===== config.mk =====
export PLATFORM = sky130hd
export DESIGN_NAME = lsq_mem_port
export DESIGN_NICKNAME = d
export VERILOG_FILES = /design/src/rtl/lsq_mem_port.sv
export SDC_FILE = /design/constraint.sdc
export NUM_CORES = 1
export LEC_CHECK = 0
export ABC_AREA = 0
export CAP_MARGIN = 5
export CORE_MARGIN = 2
export CORE_UTILIZATION = 46
export DETAILED_ROUTE_END_ITERATION = 8
export GPL_TIMING_DRIVEN = 0
export PLACE_DENSITY = 0.94
export SLEW_MARGIN = 20
export SYNTH_ARGS = -nofsm -noshare
export SYNTH_HDL_FRONTEND = slang
export SYNTH_SLANG_ARGS = --single-unit

===== constraint.sdc =====
create_clock -name clk -period 5.4 [get_ports clk]
set_input_delay 0.54 -clock clk [delete_from_list [all_inputs] [get_ports clk]]
set_output_delay 0.54 -clock clk [all_outputs]
set_load 0.005 [all_outputs]

===== src/rtl/lsq_mem_port.sv =====
// Memory-side responder for the load/store queue: takes one popped request,
// runs it over the req/ack data-memory bus and returns a tagged response.
module lsq_mem_port #(
    parameter int MEM_ADDR_WIDTH = 32,
    parameter int DATA_WIDTH     = 32,
    parameter int TAG_WIDTH      = 7,
    parameter int TIMEOUT_CYCLES = 255
) (
    input  logic                      clk,
    input  logic                      async_rst_n,
    input  logic                      clk_en,
    input  logic                      req_valid,
    output logic                      req_ready,
    input  logic                      req_load_store,
    input  logic [MEM_ADDR_WIDTH-1:0] req_addr,
    input  logic [DATA_WIDTH-1:0]     req_data,
    input  logic [TAG_WIDTH-1:0]      req_tag,
    output logic                      mem_req,
    output logic                      mem_we,
    output logic [MEM_ADDR_WIDTH-1:0] mem_addr,
    output logic [DATA_WIDTH-1:0]     mem_wdata,
    input  logic                      mem_ack,
    input  logic [DATA_WIDTH-1:0]     mem_rdata,
    input  logic                      mem_err,
    output logic                      rsp_valid,
    input  logic                      rsp_ready,
    output logic [TAG_WIDTH-1:0]      rsp_tag,
    output logic                      rsp_is_store,
    output logic [DATA_WIDTH-1:0]     rsp_data,
    output logic                      rsp_err,
    output logic                      busy
);

    localparam int BYTES = DATA_WIDTH / 8;
    localparam int CNT_W = $clog2(TIMEOUT_CYCLES + 1);

    typedef enum logic [1:0] {
        IDLE,
        ISSUE,
        RESP
    } state_t;

    state_t               state;
    logic [CNT_W-1:0]     timeout_cnt;
    logic [TAG_WIDTH-1:0] lat_tag;
    logic                 lat_store;
    logic                 misaligned;
    logic                 timeout_hit;

    assign misaligned  = (req_addr % MEM_ADDR_WIDTH'(BYTES)) != '0;
    // The counter holds the number of ack-less edges so far, so the edge that
    // would bring it to TIMEOUT_CYCLES is the one that aborts.
    assign timeout_hit = (timeout_cnt == CNT_W'(TIMEOUT_CYCLES - 1));
    assign req_ready   = (state == IDLE) && clk_en;
    assign busy        = (state != IDLE);

    always_ff @(posedge clk or negedge async_rst_n) begin
        if (!async_rst_n) begin
            state        <= IDLE;
            timeout_cnt  <= '0;
            lat_tag      <= '0;
            lat_store    <= 1'b0;
            mem_req      <= 1'b0;
            mem_we       <= 1'b0;
            mem_addr     <= '0;
            mem_wdata    <= '0;
            rsp_valid    <= 1'b0;
            rsp_tag      <= '0;
            rsp_is_store <= 1'b0;
            rsp_data     <= '0;
            rsp_err      <= 1'b0;
        end else if (clk_en) begin
            case (state)
                IDLE: begin
                    if (req_valid) begin
                        lat_tag   <= req_tag;
                        lat_store <= req_load_store;
                        if (misaligned) begin
                            state        <= RESP;
                            rsp_valid    <= 1'b1;
                            rsp_tag      <= req_tag;
                            rsp_is_store <= req_load_store;
                            rsp_data     <= '0;
                            rsp_err      <= 1'b1;
                        end else begin
                            state       <= ISSUE;
                            timeout_cnt <= '0;
                            mem_req     <= 1'b1;
                            mem_we      <= req_load_store;
                            mem_addr    <= req_addr;
                            mem_wdata   <= req_data;
                        end
                    end
                end
                ISSUE: begin
                    if (mem_ack || timeout_hit) begin
                        state        <= RESP;
                        mem_req      <= 1'b0;
                        mem_we       <= 1'b0;
                        mem_addr     <= '0;
                        mem_wdata    <= '0;
                        rsp_valid    <= 1'b1;
                        rsp_tag      <= lat_tag;
                        rsp_is_store <= lat_store;
                        // An ack arriving on the expiring edge still counts as a normal completion.
                        if (mem_ack) begin
                            rsp_data <= (lat_store || mem_err) ? '0 : mem_rdata;
                            rsp_err  <= mem_err;
                        end else begin
                            rsp_data <= '0;
                            rsp_err  <= 1'b1;
                        end
                    end else begin
                        timeout_cnt <= timeout_cnt + 1'b1;
                    end
                end
                RESP: begin
                    if (rsp_ready) begin
                        state        <= IDLE;
                        rsp_valid    <= 1'b0;
                        rsp_tag      <= '0;
                        rsp_is_store <= 1'b0;
                        rsp_data     <= '0;
                        rsp_err      <= 1'b0;
                    end
                end
                default: state <= IDLE;
            endcase
        end
    end

endmodule


; ---- Word level (Yosys, flattened, before mapping)
; Cells that the tools add are included.
[op_classes]
n_addsub = 1
eq_ne = 9
muxes = 47
reduce_logical = 13
[ops]
columns = op, count
row1 = 32-bit two-way mux, 11
row2 = 32-bit one-hot mux with 2 select lines, 2
row3 = 32-bit one-hot mux with 3 select lines, 1
row4 = 32-bit nonzero test, 1
row5 = 7-bit two-way mux, 4
row6 = 8-bit two-way mux, 3
row7 = 7-bit one-hot mux with 3 select lines, 1
row8 = 8-bit one-hot mux with 2 select lines, 1
row9 = 1-bit two-way mux, 14
row10 = 2-bit != test (second input constant), 6
row11 = 5-bit AND reduction, 2
row12 = 1-bit one-hot mux with 3 select lines, 3
row13 = 8-bit by 1-bit adder with 8-bit output (second input constant), 1
row14 = 8-bit == test (second input constant), 1
row15 = 2-bit two-way mux, 4
row16 = 2-bit one-hot mux with 3 select lines, 1
row17 = 6-bit AND reduction, 1
row18 = 1-bit one-hot mux with 2 select lines, 2
row19 = 4-bit AND reduction, 1
row20 = 2-bit nonzero test, 2
row21 = 3-bit AND reduction, 1
row22 = 3-bit nonzero test, 1
row23 = 2-bit by 1-bit == test with 1-bit output (second input constant), 1
row24 = 2-bit == test (second input constant), 1
row25 = other kinds (3), 4
[word_totals]
ff_bits = 126
input_bits = 111
out_inout_bits = 110
word_cells = 83

; ---- Depth between registers and ports, before layout
; Gate-level depths: netlist of run 1.
[logic_depth]
word_depth = 5
mapped_depth = 9
mapped_depth_nobuf = 6

; ---- Worst setup path after synthesis of run 1
; OpenSTA, ideal clock, no wires.
[synth_timing]
path_type = reg-to-reg
start = reg timeout_cnt[0]
end = reg rsp_is_store
setup_time_ns = 0.125
arrival_ns = 2.096
required_time_ns = 5.275
path_slack_ns = 3.179
stages_incl_launch_ff = 10
n_path_buf = 3
period_less_slack_ns = 2.221
path_cell_list = dfrtp_1 -> inv_1 -> ha_1 -> nand4_1 -> o211a_1 -> buf_6 -> or4b_4 -> buf_6 -> buf_6 -> mux2_4
[synth_between]
elab_chain_len = 4
[synth_lines]
columns = element, line
row1 = from (decl), 44  ; logic [CNT_W-1:0] timeout_cnt;
row2 = from (signal assigned), 114  ; timeout_cnt <= timeout_cnt + 1'b1;
row3 = 8-bit == test, 53  ; assign timeout_hit = (timeout_cnt == CNT_W'(TIMEOUT_CYCLES - 1));
row4 = 1-bit logical OR, 96  ; if (mem_ack || timeout_hit) begin
row5 = 2-bit != test (no source line), -
row6 = 6-bit AND reduction (no source line), -
row7 = to (signal assigned), 82  ; rsp_is_store <= req_load_store;
row8 = to (signal assigned), 104  ; rsp_is_store <= lat_store;
row9 = to (decl), 28  ; output logic rsp_is_store,
; No other way between the ends.
; A chain may end at the register's enable or synchronous reset.

; ---- Final worst setup path of run 1
[layout_timing]
start = reg state[1]
end = reg mem_addr[30]
[layout_between]
elab_chain_len = 3
elab_cells_between_ends = 8
cone_classes = 4 x eq/ne / 1 x mux / 3 x reduce/logical
[layout_lines]
columns = element, line
row1 = from (decl), 43  ; state_t state;
row2 = from (signal assigned), 59  ; state <= IDLE;
row3 = from (signal assigned), 79  ; state <= RESP;
row4 = from (signal assigned), 86  ; state <= ISSUE;
row5 = 2-bit by 1-bit == test with 1-bit output or 2-bit logical NOT (tied branches), 73  ; case (state)
row6 = 2-bit != test (no source line) or 2-bit nonzero test (tied branches), -
row7 = 5-bit AND reduction (no source line), -
row8 = to (signal assigned), 90  ; mem_addr <= req_addr;
row9 = to (decl), 20  ; output logic [MEM_ADDR_WIDTH-1:0] mem_addr,
; Several ways; a longest one is shown, not always the timed one.

==> reports/metrics.yaml, run 1 <==
gpl.final_weighted_congestion: 0.817
buffer_ports.inserted: 220
hold_viol: 0
layout.area.seq_mm2: 0.00315
antenna_left: 0
clock_insertion_delay_worst_skew_ps: 410
crit_type: "reg -> reg"
drt_first_iter_violations: 181
hold_class: "in -> async"
post-dp-hpwl_um: 11400
layout.cells.non_filler: 831
cts_buffers: 17
leakagePower_nw: 3.66
finClkSkew_ps: 8.75
setup-tns-final_ps: 0
layout-drive-gt1-share_pct: 6.95
postSynthRegisterBits: 126
ctsResizeCount: 0
p_clk_share_pct: 27.2
cts_setup_buffers: 0
setup_viol_count_final: 0
max_cap_violations: 0
first_pass_grt_wire_length_um: 22700
cell_area_synth_mm2: 0.00519
antennaDiodeCount: 0
postSynth.asyncResetShare_pct: 100
placed_cells: 799
ys.warnings.count: 0
power.share.sequential_pct: 37.7
power.internal_mw: 2.76
outcome: "finished clean"
netlist_instances: 438
worst-endpoint-required_ps: 5740
crit_path_max_fanout: 10
tritoncts: "done"
synth-seq-area-share_pct: 60.8
pin_count_of_the_biggest_net_entering_global_routing: 71
worstMarginPinSlew_ps: 1020
syn-num-nets: 555
multi_input_area_mm2: 0.00170
clock-sinks: 126
drv_slew: 0
pre_cts_ws_ps: 2370
ctsHoldBuffers: 0
floorplan.core_area_mm2: 0.0109
critPathArrivalTime_ps: 3200
switchingPower_mw: 1.12
synth_area_per_cell_um2: 11.8
count_of_distinct_cell_types_in_the_synthesized_netlist: 33
slew_headroom_pct: 30.8
die_height_um: 110
synth_edf_count: 0
antenna_found_initial: 0
grt_pass1_vias: 4540
dr.pass1.iters: 6
r2r_setup_slack_ps: 2540
finalWorstPathRequiredPeriod_ps: 2860
count_of_standard_cell_rows: 38
yosys_most_used_dff: "sky130_fd_sc_hd__dfrtp_1"
final_min_period_over_clock_period_pct: 53.0
achievable-frequency_mhz: 350
gr-total-overflow: 0
cts-root-buf: "sky130_fd_sc_hd__clkbuf_16"
worst_hold_slack_ps: 80.3
area_growth_pct: 57.0
ctsHtreeMaxLevel: 4
rsz_0062_raised_after_global_routing: "no"
top_level_ports: 221
post-route-worst-setup-slack_ps: 2540
grtUsageTotal_pct: 25.1
clock_tree.buffer_depth: 2
layout.core_utilization_pct: 74.5
detailroute.via_count: 4316
power_density_mw_per_mm2: 477
worst_setup_hold_path_clk_slew_ps: 50
die_area_mm2: 0.0121
initial_utilization_pct: 47.5
nets: 795
average_via_count_per_standard_cell: 5.19
layout.cells.most_common: "sky130_fd_sc_hd__clkdlybuf4s50_1"
die_span_in_x_um: 110
final_cell_mix: "sky130_fd_sc_hd__clkdlybuf4s50_1, sky130_fd_sc_hd__dfrtp_1, sky130_fd_sc_hd__a22o_1, sky130_fd_sc_hd__inv_1, sky130_fd_sc_hd__nand2_1"
critPathCaptureType: "flop"
p_sw_share_pct: 28.8
drc: 0
final_wirelength_um: 15200
route.detailed.wl_per_inst_um: 18.2
ir_drop_mv: 0.329
power_frac_comb_pct: 35.1
fillCellCount: 677
start_kind: "flop"
-- routing by layer --
metal	vias to the layer above	share of wire, %	global-route usage, %
li1	1986	-	-
met1	2097	37	27.4
met2	208	51	43.9
met3	25	9.9	9.88
met4	0	2.2	9.55
met5	-	0	0
-- cell type report --
cell class                      instances  area share [%]
Sequential cell                       126            38.7
Timing Repair Buffer                  221            27.4
Multi-Input combinational cell        231            20.8
Clock buffer                           22            5.70
Inverter                               54            2.49
Tap cell                              140            2.15
Buffer                                 27            1.66
Clock inverter                         10            1.11
-- through the flow --
| stage | cell area [um^2] | power, mW |
|---|---|---|
| finish | 8150 | 3.88 |
| global placement | 7570 | 2.76 |
| CTS | 8150 | 3.91 |
| floorplan | 5190 | 2.03 |
| global route | 8150 | 4.08 |
| detailed placement | 7600 | 2.83 |
-- kinds of logic after synthesis --
family / share of synthesized area, %
and+or+nand+nor: 7.26
buffers and inverters: 6.51
AOI/OAI and AO/OA: 14.7
xor gates and xnor gates: 0.338
adders and majority gates: 1.45
muxes: 9.02
DFF: 60.8
-- critical path, stage by stage, from the launching register on --
cell	delay, ps
sky130_fd_sc_hd__dfrtp_1	410
sky130_fd_sc_hd__inv_1	100
sky130_fd_sc_hd__ha_1	140
sky130_fd_sc_hd__clkbuf_1	320
sky130_fd_sc_hd__nor2b_1	210
sky130_fd_sc_hd__o21a_1	320
sky130_fd_sc_hd__nor2b_1	180
sky130_fd_sc_hd__clkbuf_1	420
sky130_fd_sc_hd__clkbuf_1	470
sky130_fd_sc_hd__a22o_1	220
-- synthesized netlist by cell type (2+ instances only) --
cell type | number | area, um^2
sky130_fd_sc_hd__buf_6 | 3 | 33.8
sky130_fd_sc_hd__a22o_1 | 63 | 552
sky130_fd_sc_hd__nand2_1 | 54 | 203
sky130_fd_sc_hd__nor2b_1 | 2 | 12.5
sky130_fd_sc_hd__mux2_4 | 7 | 105
sky130_fd_sc_hd__o22ai_1 | 3 | 18.8
sky130_fd_sc_hd__clkbuf_1 | 18 | 67.6
sky130_fd_sc_hd__nand4_1 | 2 | 12.5
sky130_fd_sc_hd__o21ai_0 | 21 | 105
sky130_fd_sc_hd__buf_4 | 3 | 22.5
sky130_fd_sc_hd__and2_1 | 4 | 25.0
sky130_fd_sc_hd__inv_1 | 54 | 203
sky130_fd_sc_hd__o221ai_1 | 5 | 43.8
sky130_fd_sc_hd__mux2_2 | 2 | 22.5
sky130_fd_sc_hd__dfrtp_1 | 126 | 3150
sky130_fd_sc_hd__ha_1 | 6 | 75.1
sky130_fd_sc_hd__mux2i_1 | 34 | 340
sky130_fd_sc_hd__nand2b_1 | 2 | 12.5
sky130_fd_sc_hd__xnor2_1 | 2 | 17.5
sky130_fd_sc_hd__nand3_1 | 7 | 35.0
sky130_fd_sc_hd__buf_1 | 3 | 11.3
sky130_fd_sc_hd__nor2_1 | 6 | 22.5
-- final timing paths --
| path | startpoint | endpoint | cells after the start |
|---|---|---|---|
| max | state[1] | mem_addr[30] | 9 |
| min | async_rst_n | rsp_data[24] | 1 |
| max reg2reg | state[1] | mem_addr[30] | 9 |
| min reg2reg | mem_req | mem_req | 1 |
| max in group asynchronous | async_rst_n | mem_addr[17] | 2 |
| min in group clk | mem_req | mem_req | 1 |
-- power by group through the flow --
stage	clock [mW]	combinational, mW	sequential (mW)
3_3_place_gp	0	1.31	1.44
2_1_floorplan	0	0.578	1.45
3_5_place_dp	0	1.37	1.46
5_1_grt	1.12	1.47	1.50
6_report	1.06	1.36	1.46
4_1_cts	1.08	1.38	1.46
-- sequential cells by signal (all words and copies together) (netlist names) --
register      count
mem_addr         32
mem_wdata        32
rsp_data         32
timeout_cnt       8
lat_tag           7
rsp_tag           7
state             2
lat_store         1
mem_req           1
mem_we            1
rsp_err           1
rsp_is_store      1
rsp_valid         1
Power figures use the tool's default switching activity.
==> inputs of run 2 (changes only) <==
CORE_UTILIZATION = 38   (was 46)
PLACE_DENSITY = 0.84   (was 0.94)
clock period = 2.47 ns   (was 5.4 ns; I/O delays follow)
==> reports/metrics.yaml, run 2 (same netlist as run 1, synthesis figures left out) <==
clock_tree.buffer_depth: 2
start_kind: "flop"
grt_pass1_vias: 4577
setup.worst_path.end: "rsp_tag[1]"
layout.core_utilization_pct: 63.1
power_frac_comb_pct: 33.2
power.internal_mw: 6.56
nets: 798
detailroute.via_count: 4308
average_via_count_per_standard_cell: 4.95
crit_chain: "inv_2 -> ha_1 -> nand4_1 -> o211a_1 -> buf_6 -> or4b_4 -> buf_6 -> buf_6 -> mux2_4"
fin_area_mm2: 0.00839
critical_path.max_stage_delay_ps: 530
reg2reg_capture_point: "rsp_tag[1]"
drc: 0
finClkSkew_ps: 10.5
largest_delay_contributor_family_on_the_critical_path: "simple AND/OR/NAND/NOR gates"
switchingPower_mw: 2.47
crit_path_frequent_cell: "sky130_fd_sc_hd__buf_6"
die_height_um: 121
initial_utilization_pct: 39.0
post-route-worst-setup-slack_ps: 122
area_growth_pct: 61.6
cp_num_cells: 9
worst_hold_slack_ps: 367
top_level_ports: 221
clock-sinks: 126
tritoncts: "done"
slew_headroom_pct: 59.3
leakagePower_nw: 3.77
antenna_left: 0
p_sw_share_pct: 27.4
max_cap_violations: 0
floorplan.core_area_mm2: 0.0133
count_of_standard_cell_rows: 42
buffer_ports.inserted: 220
critPathCaptureType: "flop"
startpoint: "timeout_cnt[0]"
die_span_in_x_um: 121
ctsHtreeMaxLevel: 4
achievable-frequency_mhz: 426
power.share.sequential_pct: 35.3
first_pass_grt_wire_length_um: 22700
drt_first_iter_violations: 185
hold_class: "in -> async"
clock_insertion_delay_worst_skew_ps: 420
worst_path_max_delay_cell: "sky130_fd_sc_hd__or4b_4"
r2r.worst_path.cells: 9
outcome: "finished clean"
crit_type: "reg -> reg"
gr-total-overflow: 0
route.detailed.wl_per_inst_um: 16.5
drv_slew: 0
layout-drive-gt1-share_pct: 10.2
cts-root-buf: "sky130_fd_sc_hd__clkbuf_16"
worst-endpoint-required_ps: 2760
final_cell_mix: "sky130_fd_sc_hd__clkdlybuf4s50_1, sky130_fd_sc_hd__dfrtp_1, sky130_fd_sc_hd__a22o_1, sky130_fd_sc_hd__nand2_1, sky130_fd_sc_hd__inv_1"
hold_viol: 0
antenna_found_initial: 0
r2r_setup_slack_ps: 120
die_area_mm2: 0.0146
worst_setup_hold_path_clk_slew_ps: 60
worstMarginPinSlew_ps: 609
crit_path_max_fanout: 10
critPathArrivalTime_ps: 2640
gpl.final_weighted_congestion: 0.790
timing.rr.start: "timeout_cnt[0]"
dr.pass1.iters: 4
ir_drop_mv: 0.635
layout.cells.most_common: "sky130_fd_sc_hd__clkdlybuf4s50_1"
p_clk_share_pct: 31.5
final_wirelength_um: 14300
post-dp-hpwl_um: 10500
pin_count_of_the_biggest_net_entering_global_routing: 69
antennaDiodeCount: 0
cts_buffers: 17
setup_viol_count_final: 0
path_buf_inv: 4
final_min_period_over_clock_period_pct: 95.1
grtUsageTotal_pct: 20.0
finalWorstPathRequiredPeriod_ps: 2350
power_density_mw_per_mm2: 1080
pre_cts_ws_ps: -386
leading_registers_by_flop_count: "mem_addr: 32 flops, mem_wdata: 32 flops, rsp_data: 32 flops"
place_area_mm2: 0.00764
-- run 2: cell count changes in the layout (fill, tap and decap cells not counted), sizes merged --
cell / delta
clkbuf: -5
bufinv: +5
inv: +1
dlygate4sd3: +1
buf: +3
clkinv: -2
-- run 2: worst register-to-register path, cell delays in order, from the launching register on --
cell and delay [ps]:
sky130_fd_sc_hd__dfrtp_1 390, sky130_fd_sc_hd__inv_2 70, sky130_fd_sc_hd__ha_1 160, sky130_fd_sc_hd__nand4_1 90
sky130_fd_sc_hd__o211a_1 230, sky130_fd_sc_hd__buf_6 140, sky130_fd_sc_hd__or4b_4 530, sky130_fd_sc_hd__buf_6 150
sky130_fd_sc_hd__buf_6 150, sky130_fd_sc_hd__mux2_4 300
-- run 2: cell type report --
cell class                      instances  area [um^2]
Buffer                                 26          146
Clock buffer                           18          439
Clock inverter                         14          239
Fill cell                            1008         4910
Inverter                               54          203
Multi-Input combinational cell        231         1720
Sequential cell                       126         3150
Tap cell                              176          220
Timing Repair Buffer                  225         2260
-- run 2: worst min-delay path by stage --
stage / depth (start not counted) / slack, ps / from / end
floorplan: 0 / -50 / async_rst_n / lat_store
detailed placement: 1 / 250 / async_rst_n / rsp_data[11]
CTS: 2 / 370 / async_rst_n / rsp_data[11]
global placement: 2 / 460 / lat_tag[5] / lat_tag[5]
global route: 3 / 380 / mem_rdata[30] / rsp_data[30]
finish: 2 / 370 / async_rst_n / rsp_data[12]
-- run 2: repair_timing --
item / 4_1_cts / 5_1_grt
pin swaps: 0 / 1
setup buffers: 0 / 3
hold endpoints to repair: 58 / 0
endpoints found under the setup margin: 101 / 93
gates resized for setup: 6 / 20
hold buffers: 1 / 0
-- run 2: power groups by stage --
stage	Sequential [mW]	Clock, mW	Combinational, mW
3_3_place_gp	3.16	0	2.89
2_1_floorplan	3.17	0	1.26
6_report	3.19	2.84	3.00
4_1_cts	3.19	2.90	3.01
5_1_grt	3.27	2.99	3.23
3_5_place_dp	3.19	0	2.99
-- run 2: metrics by stage --
stage,setup TNS (ps),instances,total power [mW]
global placement,-455610,834,6.05
floorplan,0,438,4.43
finish,0,870,9.03
CTS,0,867,9.09
global route,-912,870,9.49
detailed placement,-28610,835,6.18
-- run 2: per-layer routing --
metal,part of all wire (%),GRT usage (%),vias to the layer above
li1,-,-,1995
met1,39,22.9,2075
met2,49,33.7,206
met3,9.2,7.24,32
met4,2.5,8.50,0
met5,0,0,-
==> inputs of run 3 (changes only) <==
--- a/config.mk
+++ b/config.mk
@@ -7,6 +7,7 @@
 export LEC_CHECK = 0
 export ABC_AREA = 0
+export ABC_CLOCK_PERIOD_IN_PS = 2470
 export CAP_MARGIN = 5
-export CORE_MARGIN = 2
+export CORE_MARGIN = 10
 export CORE_UTILIZATION = 38
 export DETAILED_ROUTE_END_ITERATION = 8
==> constraint.sdc (replaced) <==
create_clock -name clk -period 2.47 [get_ports clk]
set_input_delay 0.247 -clock clk [delete_from_list [all_inputs] [get_ports clk]]
set_output_delay 0.247 -clock clk [all_outputs]
set_load 0.02 [all_outputs]
==> reports/metrics.yaml, run 3 (same netlist as run 1, synthesis figures left out) <==
outcome: "finished clean"
final_min_period_over_clock_period_pct: 96.3
drv_slew: 0
final_wirelength_um: 16300
fillCellCount: 1010
slew_headroom_pct: 56.3
initial_utilization_pct: 39.0
cts_buffers: 17
post-layout-total-power_mw: 9.65
clock-sinks: 126
pin_count_of_the_biggest_net_entering_global_routing: 65
grt_pass1_vias: 4816
grtUsageTotal_pct: 17.4
critPathCaptureType: "flop"
max_cap_violations: 0
gpl.final_weighted_congestion: 0.831
drt_first_iter_violations: 160
rsz_0062_raised_after_global_routing: "no"
antenna_found_initial: 0
ir_drop_mv: 0.804
route.detailed.wl_per_inst_um: 18.8
buffer_ports.inserted: 220
first_pass_grt_wire_length_um: 25500
dr.pass1.iters: 4
clock_tree.buffer_depth: 2
critPathArrivalTime_ps: 2670
tritoncts: "done"
die_area_mm2: 0.0187
detailroute.via_count: 4278
leading_registers_by_flop_count: "mem_addr: 32 flops, mem_wdata: 32 flops, rsp_data: 32 flops"
antennaDiodeCount: 0
multi_input_area_mm2: 0.00171
die_span_in_x_um: 137
final_cell_mix: "sky130_fd_sc_hd__clkdlybuf4s50_1, sky130_fd_sc_hd__dfrtp_1, sky130_fd_sc_hd__a22o_1, sky130_fd_sc_hd__nand2_1, sky130_fd_sc_hd__inv_1"
layout-drive-gt1-share_pct: 9.68
layout.cells.most_common: "sky130_fd_sc_hd__clkdlybuf4s50_1"
ctsHtreeMaxLevel: 4
finalWorstPathRequiredPeriod_ps: 2380
nets: 796
gr-total-overflow: 0
clock_insertion_delay_worst_skew_ps: 410
antenna_left: 0
cts-root-buf: "sky130_fd_sc_hd__clkbuf_16"
finClkSkew_ps: 8.86
die_height_um: 137
crit_type: "reg -> reg"
average_via_count_per_standard_cell: 4.93
power_density_mw_per_mm2: 1160
setup_viol_count_final: 0
worst-endpoint-required_ps: 2760
post-dp-hpwl_um: 12600
hold_viol: 0
layout.area.seq_mm2: 0.00315
crit_path_max_fanout: 10
count_of_standard_cell_rows: 42
floorplan.core_area_mm2: 0.0133
area_growth_pct: 60.7
hold_class: "in -> reg"
worst_setup_hold_path_clk_slew_ps: 60
fin_area_mm2: 0.00834
worstMarginPinSlew_ps: 654
drc: 0
start_kind: "flop"
place_area_mm2: 0.00764
achievable-frequency_mhz: 420
top_level_ports: 221
leakagePower_nw: 3.76
-- run 3: cell count changes in the layout (fill, tap and decap cells not counted), sizes merged --
cell,previous run,this run
inv,55,56
bufinv,6,5
buf,14,13
clkinv,4,3
-- run 3: what timing repair did --
action / in CTS / in global routing
endpoints found under the setup margin: 96 / 48
setup buffers: 0 / 1
hold buffers: 1 / 0
pin swaps: 0 / 1
endpoints found under the hold margin: 63 / 0
gates resized for setup: 9 / 12
-- run 3: area by class of cell --
class | instances | share of cell area, %
flip-flops and latches | 126 | 37.8
repair buffers | 223 | 27.0
multi-input cells | 231 | 20.5
clock buffers | 19 | 5.43
well taps | 176 | 2.64
clock inverters | 13 | 2.51
inverters | 54 | 2.43
plain buffers | 26 | 1.76
-- run 3: metal layers --
metal / vias to the layer above / track usage, % / part of all wire (%)
met5: - / 0 / 0
li1: 1990 / - / -
met1: 2073 / 19.5 / 39
met4: 0 / 5.74 / 1.6
met3: 20 / 8.43 / 11
met2: 195 / 28.6 / 49
-- run 3: critical path, cell delays in order (launching register included) --
cell and delay, ps:
sky130_fd_sc_hd__dfrtp_1 390, sky130_fd_sc_hd__inv_2 70, sky130_fd_sc_hd__ha_1 160, sky130_fd_sc_hd__nand4_1 120, sky130_fd_sc_hd__o211a_1 240, sky130_fd_sc_hd__buf_6 140, sky130_fd_sc_hd__or4b_4 520, sky130_fd_sc_hd__buf_6 150
sky130_fd_sc_hd__buf_6 160, sky130_fd_sc_hd__mux2_4 310
-- run 3: where the power goes --
group | switching, mW | total (mW) | internal, mW
registers | 0.445 | 3.18 | 2.74
clock network | 0.927 | 2.77 | 1.85
logic | 1.80 | 3.69 | 1.90
-- run 3: final timing paths --
kind	cells after the start	slack [ps]	start	endpoint
worst min register to register	1	490	mem_addr[0]	mem_addr[0]
worst max register to register	9	90	timeout_cnt[0]	rsp_tag[4]
min in group asynchronous	2	400	async_rst_n	rsp_data[13]
worst max-delay path	9	90	timeout_cnt[0]	rsp_tag[4]
max in group asynchronous	3	1370	async_rst_n	mem_addr[19]
worst min-delay path	3	380	mem_rdata[2]	rsp_data[2]
-- run 3: metrics by stage --
| stage | hold slack [ps] | worst slack, ps | setup TNS, ps | std cells | utilization, % |
|---|---|---|---|---|---|
| after floorplan | -48.6 | 249 | 0 | 438 | - |
| after global placement | 461 | -3550 | -462870 | 834 | 57.3 |
| after detailed placement | 273 | -441 | -29450 | 835 | 57.5 |
| after CTS | 367 | 1.88 | 0 | 867 | 62.6 |
| after global routing | 394 | 6.03 | 0 | 868 | 62.7 |
| final | 383 | 90.4 | 0 | 868 | 62.7 |
